===== src/rtl/guess_history_buf_pkg.sv =====
// Shared definitions for the guess history buffer: FSM state encoding,
// button event indices, the edge-detector history reset value and a
// constant clog2 used to size the buffer ports.
package hist_pkg;

  typedef enum logic {
    HIST_GUESS  = 1'b0,
    HIST_BROWSE = 1'b1
  } hist_state_t;

  // History registers start high so a button held through reset release
  // does not look like a fresh press.
  localparam logic EDGE_HIST_RST = 1'b1;

  // Bit positions inside the button/event vector.
  localparam int unsigned BTN_UP   = 0;
  localparam int unsigned BTN_DOWN = 1;
  localparam int unsigned BTN_SEL  = 2;

  function automatic int clog2(input int value);
    int result;
    result = 0;
    while ((1 << result) < value) result++;
    return result;
  endfunction

endpackage


===== src/rtl/guess_history_buf_edge_det.sv =====
// Rising-edge detector for a vector of debounced button levels.
// evt[i] is high for the cycle in which level[i] is 1 and the previous
// sample was 0.
module hist_edge_det
  import hist_pkg::*;
#(
  parameter int W = 3
) (
  input  logic         clk,
  input  logic         reset,
  input  logic [W-1:0] level,
  output logic [W-1:0] evt
);

  logic [W-1:0] prev;

  // Previous-sample history, reset high to suppress events from held buttons.
  always_ff @(posedge clk or negedge reset) begin
    if (!reset) prev <= {W{EDGE_HIST_RST}};
    else        prev <= level;
  end

  // Event is the current level gated by the previous low sample.
  always_comb begin
    evt = level & ~prev;
  end

endmodule


===== src/rtl/guess_history_buf.sv =====
// Turn-history store for the code-breaking game: records committed guesses
// into a MAX_TURNS-deep buffer and lets the player browse past turns.
// Optional feature macro: HIST_FEEDBACK_EN stores black/white feedback with
// each entry and shows it for the browsed turn; when undefined the fb inputs
// are unused and sel_fb_* are tied to zero.
module guess_history_buf
  import hist_pkg::*;
#(
  parameter  int PEGS      = 4,
  parameter  int COLOR_W   = 3,
  parameter  int MAX_TURNS = 8,
  localparam int TURN_W    = clog2(MAX_TURNS),
  localparam int CNT_W     = clog2(MAX_TURNS + 1),
  localparam int FB_W      = clog2(PEGS + 1),
  localparam int GW        = PEGS * COLOR_W
) (
  input  logic              clk,
  input  logic              reset,
  input  logic              clear,
  input  logic              mode,
  input  logic              btn_up,
  input  logic              btn_down,
  input  logic              btn_select,
  input  logic [GW-1:0]     guess,
  input  logic [FB_W-1:0]   fb_black,
  input  logic [FB_W-1:0]   fb_white,
  output logic [GW-1:0]     selection,
  output logic [FB_W-1:0]   sel_fb_black,
  output logic [FB_W-1:0]   sel_fb_white,
  output logic [TURN_W-1:0] selected_turn,
  output logic [CNT_W-1:0]  num_turns,
  output logic              last_turn,
  output logic              full,
  output logic              commit_ack
);

  hist_state_t       state, state_next;
  logic [TURN_W-1:0] cursor, cursor_next;
  logic [CNT_W-1:0]  num_next;
  logic              wr_en;
  logic [TURN_W-1:0] wr_idx;
  logic [2:0]        evt;
  logic [GW-1:0]     mem_guess [MAX_TURNS];
  logic              rd_valid;
  logic              rd_bypass;
  logic [GW-1:0]     rd_guess;
  logic [TURN_W-1:0] guess_turn;

  hist_edge_det #(
    .W(3)
  ) u_edge (
    .clk  (clk),
    .reset(reset),
    .level({btn_select, btn_down, btn_up}),
    .evt  (evt)
  );

  assign wr_idx = num_turns[TURN_W-1:0];

  // FSM state and browse cursor registers.
  always_ff @(posedge clk or negedge reset) begin
    if (!reset) begin
      state  <= HIST_GUESS;
      cursor <= '0;
    end else begin
      state  <= state_next;
      cursor <= cursor_next;
    end
  end

  // Next state, cursor, count and write enable; events use the pre-change state.
  always_comb begin
    state_next  = state;
    cursor_next = cursor;
    num_next    = num_turns;
    wr_en       = 1'b0;
    if (clear) begin
      state_next  = HIST_GUESS;
      cursor_next = '0;
      num_next    = '0;
    end else begin
      unique case (state)
        HIST_GUESS: begin
          if (evt[BTN_SEL] && !full) begin
            wr_en    = 1'b1;
            num_next = num_turns + 1'b1;
          end
          if (mode) begin
            state_next  = HIST_BROWSE;
            cursor_next = (num_next == '0) ? '0 : TURN_W'(num_next - 1'b1);
          end
        end
        HIST_BROWSE: begin
          if (evt[BTN_UP] && !evt[BTN_DOWN] &&
              ((CNT_W'(cursor) + 1'b1) < num_turns)) begin
            cursor_next = cursor + 1'b1;
          end else if (evt[BTN_DOWN] && !evt[BTN_UP] && (cursor != '0)) begin
            cursor_next = cursor - 1'b1;
          end
          if (!mode) state_next = HIST_GUESS;
        end
        default: state_next = HIST_GUESS;
      endcase
    end
  end

  // Entry storage; contents survive clear and are masked on read instead.
  always_ff @(posedge clk) begin
    if (wr_en) mem_guess[wr_idx] <= guess;
  end

  // Read of the next displayed entry; bypass covers a commit that coincides
  // with entering BROWSE, where the cursor lands on the slot being written.
  always_comb begin
    rd_valid  = CNT_W'(cursor_next) < num_next;
    rd_bypass = wr_en && (cursor_next == wr_idx);
    rd_guess  = '0;
    if (rd_valid) rd_guess = rd_bypass ? guess : mem_guess[cursor_next];
    guess_turn = (num_next >= CNT_W'(MAX_TURNS - 1)) ? TURN_W'(MAX_TURNS - 1)
                                                     : num_next[TURN_W-1:0];
  end

  // Registered outputs, computed from the post-edge state.
  always_ff @(posedge clk or negedge reset) begin
    if (!reset) begin
      selection     <= '0;
      selected_turn <= '0;
      num_turns     <= '0;
      last_turn     <= 1'b0;
      full          <= 1'b0;
      commit_ack    <= 1'b0;
    end else begin
      commit_ack <= wr_en;
      num_turns  <= num_next;
      full       <= (num_next == CNT_W'(MAX_TURNS));
      last_turn  <= (num_next == CNT_W'(MAX_TURNS - 1));
      if (state_next == HIST_GUESS) begin
        selection     <= guess;
        selected_turn <= guess_turn;
      end else begin
        selection     <= rd_guess;
        selected_turn <= cursor_next;
      end
    end
  end

`ifdef HIST_FEEDBACK_EN
  logic [FB_W-1:0] mem_fb_black [MAX_TURNS];
  logic [FB_W-1:0] mem_fb_white [MAX_TURNS];
  logic [FB_W-1:0] rd_fb_black, rd_fb_white;

  // Feedback storage alongside each guess.
  always_ff @(posedge clk) begin
    if (wr_en) begin
      mem_fb_black[wr_idx] <= fb_black;
      mem_fb_white[wr_idx] <= fb_white;
    end
  end

  // Feedback read with the same masking and bypass as the guess read.
  always_comb begin
    rd_fb_black = '0;
    rd_fb_white = '0;
    if (rd_valid) begin
      rd_fb_black = rd_bypass ? fb_black : mem_fb_black[cursor_next];
      rd_fb_white = rd_bypass ? fb_white : mem_fb_white[cursor_next];
    end
  end

  // Feedback outputs: stored values in BROWSE, zero in GUESS.
  always_ff @(posedge clk or negedge reset) begin
    if (!reset) begin
      sel_fb_black <= '0;
      sel_fb_white <= '0;
    end else if (state_next == HIST_BROWSE) begin
      sel_fb_black <= rd_fb_black;
      sel_fb_white <= rd_fb_white;
    end else begin
      sel_fb_black <= '0;
      sel_fb_white <= '0;
    end
  end
`else
  logic fb_unused;
  assign fb_unused    = ^{fb_black, fb_white};
  assign sel_fb_black = '0;
  assign sel_fb_white = '0;
`endif

endmodule


===== config.mk =====
export PLATFORM = sky130hd
export DESIGN_NAME = guess_history_buf
export DESIGN_NICKNAME = d
export VERILOG_FILES = /design/src/rtl/guess_history_buf_pkg.sv /design/src/rtl/guess_history_buf_edge_det.sv /design/src/rtl/guess_history_buf.sv
export SDC_FILE = /design/constraint.sdc
export NUM_CORES = 1
export LEC_CHECK = 0
export BUFFER_PORTS_ARGS = -buffer_cell sky130_fd_sc_hd__buf_4
export CAP_MARGIN = 10
export CORE_UTILIZATION = 59
export DETAILED_ROUTE_END_ITERATION = 10
export PLACE_DENSITY_LB_ADDON = 0.3
export SLEW_MARGIN = 20
export SYNTH_ARGS = -nofsm -noshare
export SYNTH_HDL_FRONTEND = slang
export SYNTH_SLANG_ARGS = --single-unit

===== constraint.sdc =====
create_clock -name clk -period 4.7 [get_ports clk]
set_input_delay 0.235 -clock clk [delete_from_list [all_inputs] [get_ports clk]]
set_output_delay 0.235 -clock clk [all_outputs]
set_load 0.02 [all_outputs]

# Word-level counts from Yosys, hierarchy flattened
# Memory sizes are Yosys's and may differ from the RTL's.
# Index checks and enable logic that the tools add are counted.
classes:
  addsub: 5
  mul: 0
  n_div: 0
  n_lt_le_gt_ge: 3
  eq_ne: 3
  shifts: 0
  n_mux: 23
  bitwise: 3
  n_reduce_logical: 11
ops:
  columns: ["operator", "count"]
  rows:
  - ["two-way mux 12 bit", 3]
  - ["two-way mux 3 bit", 7]
  - ["two-way mux 4 bit", 5]
  - ["two-way mux 1 bit", 7]
  - ["logical AND 1 bit", 6]
  - ["one-hot mux 3 bit (2 select lines)", 1]
  - ["subtractor 3 x 1 -> 3 bit (second input constant)", 2]
  - ["adder 3 x 1 -> 4 bit (second input constant)", 1]
  - ["adder 4 x 1 -> 4 bit (second input constant)", 1]
  - ["equality test 4 x 3 -> 1 bit (second input constant)", 1]
  - ["equality test 4 bit (second input constant)", 1]
  - [">= comparator 4 x 3 -> 1 bit (second input constant)", 1]
  - ["logical NOT 4 bit", 1]
  - ["less-than comparator 3 x 4 -> 1 bit", 1]
  - ["less-than comparator 4 bit", 1]
  - ["adder 3 x 1 -> 3 bit (second input constant)", 1]
  - ["bitwise AND 3 bit", 1]
  - ["equality test 3 bit", 1]
  - ["logical NOT 1 bit", 3]
  - ["NOT 3 bit", 1]
  - ["nonzero test 3 bit", 1]
  - ["NOT 1 bit", 1]
word_totals:
  regBits: 29
  latchBits: 0
  ram_bits: 96
  rom_bits: 0
  in_bits: 25
  output_inout_bits: 28
  wordCells: 58
  mem_count: 1
memory_table:
  columns: ["name", "words", "word_bits", "rd", "rd_ports_with_merged_regs", "write_ports", "line", "rtl"]
  rows:
  - ["mem_guess", 8, 12, 1, 0, 1, "guess_history_buf.sv:43", "logic [GW-1:0] mem_guess [MAX_TURNS];"]

# Logic depth before layout (Yosys ltp)
# Gate-level depths: netlist of the first run.
depth:
  ltp_word: 16
  mapped_depth: 18
  depth_no_buf: 14

# Cells and area by module
# Synthesis of the first run repeated with hierarchy kept, for this count alone.
unflattened:
  cells_unflattened: 391
  hier_area_um2: 5540.3
modules_own_cells:
  columns: ["module", "n_inst", "cells_each", "area_each_um2", "seq_area_each_um2"]
  rows:
  - ["guess_history_buf", 1, 385, 5420.2, 3533.4]
  - ["hist_edge_det", 1, 6, 120.1, 78.8]

# Worst setup path after synthesis of the first run
# OpenSTA, ideal clock, no wires.
synth_path:
  kind: "flip-flop to flip-flop"
  startpoint: "reg num_turns[2]"
  endpoint: "reg selection[10]"
  setup_ns: 0.130
  arrival_time_ns: 3.986
  required_ns: 4.570
  slack_ns: 0.584
  path_stages_with_launch: 19
  n_path_buf: 5
  period_less_slack_ns: 4.116
  path_cell_list: "dfrtp_1 > clkbuf_1 > inv_1 > ha_1 > nand2_1 > o21ai_0 > a211oi_1 > o31a_1 > o2111a_1 > buf_6 > buf_12 > buf_12 > ha_1 > a21oi_1 > and2_1 > a221o_1 > a41oi_1 > buf_4 > o32ai_2"
synth_between:
  elab_chain_len: 14
  elab_cells_between_ends: 22
  cone_classes: "add/sub: 2; order compare: 2; eq/ne: 1; mux: 13; reduce/logical: 3; memory: 1"
synth_rtl:
  columns: ["item", "line", "rtl"]
  rows:
  - ["start: declaration", "guess_history_buf.sv:31", "output logic [CNT_W-1:0] num_turns,"]
  - ["start signal: assignment", "guess_history_buf.sv:134", "num_turns <= num_next;"]
  - ["adder 4 x 1 -> 4 bit", "guess_history_buf.sv:86", "num_next = num_turns + 1'b1;"]
  - ["two-way mux 4 bit", "guess_history_buf.sv:84", "if (evt[BTN_SEL] && !full) begin"]
  - ["two-way mux 4 bit", "guess_history_buf.sv:82", "unique case (state)"]
  - ["two-way mux 4 bit", "guess_history_buf.sv:77", "if (clear) begin"]
  - ["subtractor 3 x 1 -> 3 bit or logical NOT 4 bit (tied branches)", "guess_history_buf.sv:90", "cursor_next = (num_next == '0) ? '0 : TURN_W'(num_next - 1'b1);"]
  - ["two-way mux 3 bit", "guess_history_buf.sv:90", null]
  - ["two-way mux 3 bit", "guess_history_buf.sv:88", "if (mode) begin"]
  - ["one-hot mux 3 bit (2 select lines) *", "guess_history_buf.sv:82", null]
  - ["two-way mux 3 bit *", "guess_history_buf.sv:77", null]
  - ["net cursor_next[2]", "guess_history_buf.sv:38", "logic [TURN_W-1:0] cursor, cursor_next;"]
  - ["parallel branches: the longest is 3 deep, another holds memory (8 x 12 bit)", null, null]
  - ["two-way mux 12 bit *", "guess_history_buf.sv:118", "if (rd_valid) rd_guess = rd_bypass ? guess : mem_guess[cursor_next];"]
  - ["two-way mux 12 bit *", "guess_history_buf.sv:137", "if (state_next == HIST_GUESS) begin"]
  - ["end signal: assignment", "guess_history_buf.sv:138", "selection <= guess;"]
  - ["end signal: assignment", "guess_history_buf.sv:141", "selection <= rd_guess;"]
  - ["end: declaration", "guess_history_buf.sv:27", "output logic [GW-1:0] selection,"]
# Mark *: on every way through the listed nets, which the timed path passes. The select of a mux whose other input is x is not followed.

# Final worst setup path of the first run
layout_path:
  startpoint: "reg cursor[0]"
  endpoint: "reg selection[4]"
layout_between:
  elab_chain_len: 11
  elab_cells_between_ends: 19
  cone_classes: "add/sub: 3; order compare: 2; eq/ne: 1; mux: 8; reduce/logical: 4; memory: 1"
layout_rtl:
  columns: ["item", "line", "rtl"]
  rows:
  - ["start: declaration", "guess_history_buf.sv:38", null]
  - ["start signal: assignment", "guess_history_buf.sv:67", "cursor <= cursor_next;"]
  - ["adder 3 x 1 -> 4 bit or nonzero test 3 bit (tied branches)", "guess_history_buf.sv:95, guess_history_buf.sv:97", null]
  - ["less-than comparator 4 bit or logical AND 1 bit (tied branches)", "guess_history_buf.sv:95, guess_history_buf.sv:97", null]
  - ["logical AND 1 bit or two-way mux 3 bit (tied branches)", "guess_history_buf.sv:94, guess_history_buf.sv:97", null]
  - ["two-way mux 3 bit *", "guess_history_buf.sv:94", "if (evt[BTN_UP] && !evt[BTN_DOWN] &&"]
  - ["one-hot mux 3 bit (2 select lines) *", "guess_history_buf.sv:82", null]
  - ["two-way mux 3 bit *", "guess_history_buf.sv:77", null]
  - ["net cursor_next[1]", "guess_history_buf.sv:38", null]
  - ["parallel branches: the longest is 3 deep, another holds memory (8 x 12 bit)", null, null]
  - ["two-way mux 12 bit *", "guess_history_buf.sv:118", null]
  - ["two-way mux 12 bit *", "guess_history_buf.sv:137", null]
# Mark *: on every way through the listed nets, which the timed path passes.

==> impl_metrics.tcl, run 1 <==
set metrics [dict create \
    status "finished, final reports clean" \
    ant_nets 0 \
    stdcell_area_um2 6720 \
    clkTransAtPathRegs_ps 60 \
    path_max_fanout 12 \
    synth_seq_cells 125 \
    grt_pass1_vias 3379 \
    switching_share 0.237 \
    clock_latency_ps 510 \
    worst_pin_slew_ps 793 \
    reg2reg_depth 15 \
    endpoint "selection[4]" \
    gr-usage-met1 0.312 \
    grtUsageMet2 0.404 \
    pwr-share-seq 0.445 \
    antenna_found_initial 0 \
    r2r_start "cursor[0]" \
    cp.required_ps 5070 \
    end_kind "flop" \
    drt_iter0_markers 214 \
    pre_cts_ws_ps 526 \
    intPower_mw 2.10 \
    cts_hold_buf 18 \
    num_rows 35 \
    fin_crit_sh 0.905 \
    finalSetupTns_ps 0 \
    switching_power_mw 0.653 \
    ctsLongestPathBuffers 2 \
    r2r-end "selection[4]" \
    hold_viol 0 \
    area_growth_pct 20.4 \
    grt_use_met3 0.0618 \
    yosys.area.top_type "edfxtp_1" \
    io_pins 53 \
    dieArea_um2 9860 \
    slew_headroom 0.470 \
    cellLeakagePower_nw 2.52 \
    synth_top_area_frac 0.516 \
    drv_cap 0 \
    clock_sinks 125 \
    n_antenna_cell 0 \
    power_mw 2.76 \
    crit_path_start_kind "flop" \
    synth_top_cells_by_count "edfxtp_1, dfrtp_1, inv_1, mux2i_1, mux2_2" \
    critPathLaunch "cursor[0]" \
    grt_overflow_total 0 \
    hold_class "input pin to asynchronous set/reset pin" \
    place.port_buffers 40 \
    grt_start_max_net_pins 52 \
    cts_setup_buffers 0 \
    yosysUniqueCellTypes 57 \
    routed_via_density 5.87 \
    drc 0 \
    fin_crit_ps 4250 \
    vias 3344 \
    r2r_slack_ps 450 \
    crit_arrival_ps 4630 \
    ys_seq_area_frac 0.647 \
    grt.total_usage 0.248 \
    cts_tree "built" \
    grt_pass1_wl_um 17500 \
    chipHeight_um 99.3 \
    place_congestion 0.816 \
    coreArea_um2 9200 \
    busiest_layer "met2" \
    p_clk_frac 0.459 \
    cts_made_buffers 17 \
    synthArstFlopShare 0.232 \
    setup_slack_ps 445 \
    wl_per_cell_um 19.7 \
    initial_utilization 0.607 \
    drt_wl_total_um 11200 \
    fmax_ghz 0.235 \
    synthesis.instances 376 \
    netlist_area_um2 5590 \
    fillerInstances 558 \
    cts_max_level 4 \
    placed_cell_area_um2 5960 \
    synth_top_flop_cell "edfxtp_1" \
    vdd_drop_max_mv 0.308 \
    synth_edf_count 96 \
    rsz0062_at_grt "false" \
    drive_gt1_frac 0.283 \
    cts_resized 0 \
    fin_hold_ws_ps 201 \
    slew_viol_final 0 \
    finalSetupViolations 0 \
    die_x_um 99.3 \
    synth.most_common_cell "edfxtp_1" \
    cts_root_buf "clkbuf_8" \
    clock_skew_ps 8.29 \
    syn_area_per_cell_um2 14.9 \
    dr.pass1.iters 4 \
    synth_area_leaders "edfxtp_1, dfrtp_1, mux2_2" \
    critPathKind "flop to flop" \
    nets 481 \
    dp.final_hpwl_um 6630 \
    powerDensity_nw_per_um2 410 \
    p_comb_frac 0.097 \
    ys_warn_count 0 \
]
## cell type report
| type | instances | area (um^2) | share of cell area |
|---|---|---|---|
| multi-input combinational | 207 | 1730 | 0.257 |
| inverter | 26 | 97.6 | 0.0145 |
| sequential | 125 | 3610 | 0.537 |
| clock buffer | 18 | 428 | 0.0637 |
| timing repair buffer | 69 | 563 | 0.0838 |
| tap | 111 | 139 | 0.0207 |
| clock inverter | 14 | 158 | 0.0235 |
## how the worst min path moves through the flow
stage           from               end  slack [ps]  depth (start not counted)
2_1_floorplan  reset        commit_ack         -60                          0
3_3_place_gp   reset  selected_turn[0]         200                          1
3_5_place_dp   reset  selected_turn[0]         200                          1
4_1_cts        reset      selection[3]         200                          2
5_1_grt        reset      selection[1]         220                          2
6_report       reset      selection[3]         200                          2
## metal layers
metal | up-vias | part of all wire | wire, um
li1 | 1571 | - | -
met1 | 1640 | 0.42 | 4720
met2 | 111 | 0.50 | 5630
met3 | 22 | 0.049 | 553
met4 | 0 | 0.028 | 312
met5 | - | 0 | 0
## cell families after synthesis
family,synth area share
AO/OA/AOI/OAI,0.117
multiplexers,0.0950
other,0.000671
buffers and inverters,0.0511
AND/OR/NAND/NOR,0.0542
adder cells (fa/ha/maj),0.0224
flip-flops,0.647
XOR/XNOR,0.0125
## sequential cells by signal (all words and copies together), names as in the netlist
name and flops:
commit_ack 1, cursor 3, full 1, last_turn 1, mem_guess 96, num_turns 4
selected_turn 3, selection 12, state 1, u_edge.prev 3
## placed cells by master, fill, tap and decap left out, types with 3 or more instances in the layout
master,instances
edfxtp_1,96
buf_4,51
inv_1,26
mux2i_1,26
dfrtp_1,26
mux2_2,24
nand2_1,20
dlygate4sd3_1,18
clkbuf_16,16
nor2_1,13
o22ai_1,12
a22o_1,12
o32ai_2,10
ha_1,10
xnor2_1,7
a21oi_1,6
conb_1,6
o21ai_0,5
nand2b_1,4
inv_6,4
or3_1,3
nand3_1,3
o211ai_1,3
clkinv_4,3
dfstp_2,3
## per-stage QoR
stage / util / std cells
after floorplan: - / 381
after global placement: 0.648 / 520
after detailed placement: 0.648 / 520
after CTS: 0.731 / 570
after global routing: 0.731 / 570
final: 0.731 / 570
## power groups by stage
stage	registers (mW)	clock network [mW]	logic, mW
6_report	1.23	1.26	0.266
2_1_floorplan	1.26	0	0.167
4_1_cts	1.23	1.28	0.267
3_5_place_dp	1.25	0	0.251
5_1_grt	1.23	1.32	0.287
3_3_place_gp	1.25	0	0.244
## worst max-delay path, cell delays in order, from the launching register on
cell      delay, ps
dfrtp_1         520
inv_1           110
ha_1            350
ha_1            280
nand2_1          40
o21ai_0         330
a21oi_1         190
a211o_1         330
a311oi_4        500
ha_1            240
a21oi_1          70
and2_1          150
a221o_1         360
a41oi_2         200
buf_4           300
o32ai_2         140
(Power assumes the default switching activity.)
==> inputs of run 2 (changes only) <==
Settings changed: BUFFER_PORTS_ARGS -buffer_cell sky130_fd_sc_hd__buf_4 to unset, CORE_UTILIZATION 59 to 60, DONT_BUFFER_PORTS set to 1.
==> run 2 against run 1 <==
The run now ends with DRC left. Non-clock buffer count decreased by 37. Combinational power down 15%. Power down 1.7%. Sequential share of layout area up 2.5 points. Wire length increased by 5.0%. Via count is 0.99% lower. Register-to-register slack worse by 170 ps. Utilization fell by 0.46 points. Critical path type unchanged. Largest cell class unchanged. Highest routed layer unchanged.
==> impl_metrics.tcl, run 2 (synthesis gave the netlist of run 1 again) <==
set metrics [dict create \
    status "complete, but fails checks" \
    violations "DRC" \
    dr.pass1.iters 9 \
    critPathLaunch "cursor[0]" \
    die_x_um 98.5 \
    clkTransAtPathRegs_ps 60 \
    largestRegisters "mem_guess (96), selection (12), num_turns (4)" \
    cellLeakagePower_nw 2.33 \
    p_comb_frac 0.083 \
    ctsLongestPathBuffers 2 \
    rsz0062_at_grt "false" \
    routed_via_density 6.26 \
    num_rows 34 \
    cts_root_buf "clkbuf_8" \
    chipHeight_um 98.5 \
    slew_viol_final 0 \
    vias 3311 \
    drc 6 \
    cts_max_level 4 \
    n_antenna_cell 0 \
    intPower_mw 2.06 \
    cts_setup_buffers 0 \
    area_growth_pct 15.1 \
    critPathKind "flop to flop" \
    slowest_stage "dfrtp_1" \
    fin_crit_ps 4430 \
    cts_made_buffers 17 \
    hold_class "input pin to flop" \
    grt_pass1_wl_um 18400 \
    antenna_found_initial 0 \
    drt_iter0_markers 266 \
    cts_resized 0 \
    placed_cell_area_um2 5670 \
    slew_headroom 0.447 \
    initial_utilization 0.631 \
    drv_cap 0 \
    coreArea_um2 8850 \
    finalSetupTns_ps 0 \
    grt_start_max_net_pins 52 \
    grt.total_usage 0.266 \
    crit_arrival_ps 4810 \
    io_pins 53 \
    clock_latency_ps 530 \
    final_common_cell "edfxtp_1" \
    dp.final_hpwl_um 6470 \
    end_kind "flop" \
    place.port_buffers 0 \
    vdd_drop_max_mv 0.320 \
    hold_viol 0 \
    r2r_start "cursor[0]" \
    mostFrequentLayoutCells "edfxtp_1, inv_1, mux2i_1, dfrtp_1, mux2_2" \
    holdCritStartpoint "mode" \
    switching_power_mw 0.652 \
    path_max_fanout 12 \
    grt_pass1_vias 3339 \
    wl_per_cell_um 22.3 \
    ant_nets 0 \
    stdcell_area_um2 6430 \
    finalSetupViolations 0 \
    crit_chain "inv_1 > ha_1 > ha_1 > nand2_1 > o21ai_0 > a21oi_1 > a211o_1 > a311oi_4 > ha_1 > a21oi_1 > and2_1 > a221o_1 > a41oi_2 > buf_4 > o32ai_2" \
    powerDensity_nw_per_um2 422 \
    top_layer_used "met4" \
    crit_path_start_kind "flop" \
    clock_skew_ps 12.4 \
    clock_sinks 125 \
    dieArea_um2 9700 \
    drt_wl_total_um 11800 \
    wl_met3_um 851 \
    pwr-share-seq 0.459 \
    dr_wl_met2_um 5930 \
    cts_tree "built" \
    fin_crit_sh 0.942 \
    p_clk_frac 0.458 \
    cp.required_ps 5090 \
    wl_met1_um 4860 \
    top_register "mem_guess" \
    place_congestion 0.831 \
    worst_pin_slew_ps 829 \
    cp_common_cell "ha_1" \
    switching_share 0.241 \
    cpPeakStageDelay_ps 500 \
    nets 444 \
    drive_gt1_frac 0.214 \
    grt_overflow_total 0 \
    largest_reg_flops 96 \
    fmax_ghz 0.226 \
]
==> run 2: cell types whose count changed in the layout (fill, tap and decap cells not counted), sizes merged <==
| cell | change |
|---|---|
| buf | -37 |
| inv | -1 |
==> run 2: routing by layer <==
layer | vias up | track usage
li1 | 1495 | -
met5 | - | 0
met2 | 144 | 0.433
met1 | 1657 | 0.340
met4 | 0 | 0.0827
met3 | 15 | 0.0901
==> run 2: layout make-up <==
type | instances | area [um^2]
clock buffers | 18 | 418
clock inverters | 13 | 141
inverters | 26 | 97.6
repair buffers | 32 | 298
multi-input cells | 207 | 1730
well taps | 108 | 135
flip-flops and latches | 125 | 3610
fillers | 554 | 2420
==> run 2: timing repair <==
action / in CTS / in global routing
endpoints found under the setup margin: 0 / 0
hold buffers: 19 / 0
hold endpoints to repair: 150 / 0
==> run 2: worst paths after layout <==
check                           slack, ps               end  depth (start not counted)
worst max-delay path                  270      selection[9]                         15
worst min-delay path                   60  selected_turn[1]                          3
worst max register to register        270      selection[9]                         15
worst min register to register        720  selected_turn[2]                          2
max in group asynchronous            4230    u_edge.prev[2]                          2
min in group asynchronous             220         cursor[0]                          2
==> run 2: worst max-delay path, delay by kind of cell (launching register included) <==
| family | cells | cell delay (ps) |
|---|---|---|
| AO/OA/AOI/OAI | 8 | 2330 |
| buffers and inverters | 2 | 400 |
| flip-flops | 1 | 500 |
| adder cells (fa/ha/maj) | 3 | 860 |
| AND/OR/NAND/NOR | 2 | 200 |
==> run 2: metrics by stage <==
stage	total power, mW	std cells	setup WS [ps]	hold WS [ps]	utilization
floorplan	1.43	381	584	-60.6	-
global placement	1.45	479	588	-59.3	0.641
detailed placement	1.45	479	523	-59.4	0.641
CTS	2.72	529	467	25.8	0.726
global route	2.79	529	57.2	61.6	0.726
finish	2.71	529	273	61.8	0.726
==> run 2: power by group through the flow <==
stage / Clock (mW) / Sequential, mW / Combinational [mW]
6_report: 1.24 / 1.24 / 0.225
5_1_grt: 1.30 / 1.25 / 0.243
4_1_cts: 1.26 / 1.24 / 0.221
3_5_place_dp: 0 / 1.27 / 0.187
3_3_place_gp: 0 / 1.27 / 0.182
2_1_floorplan: 0 / 1.26 / 0.167
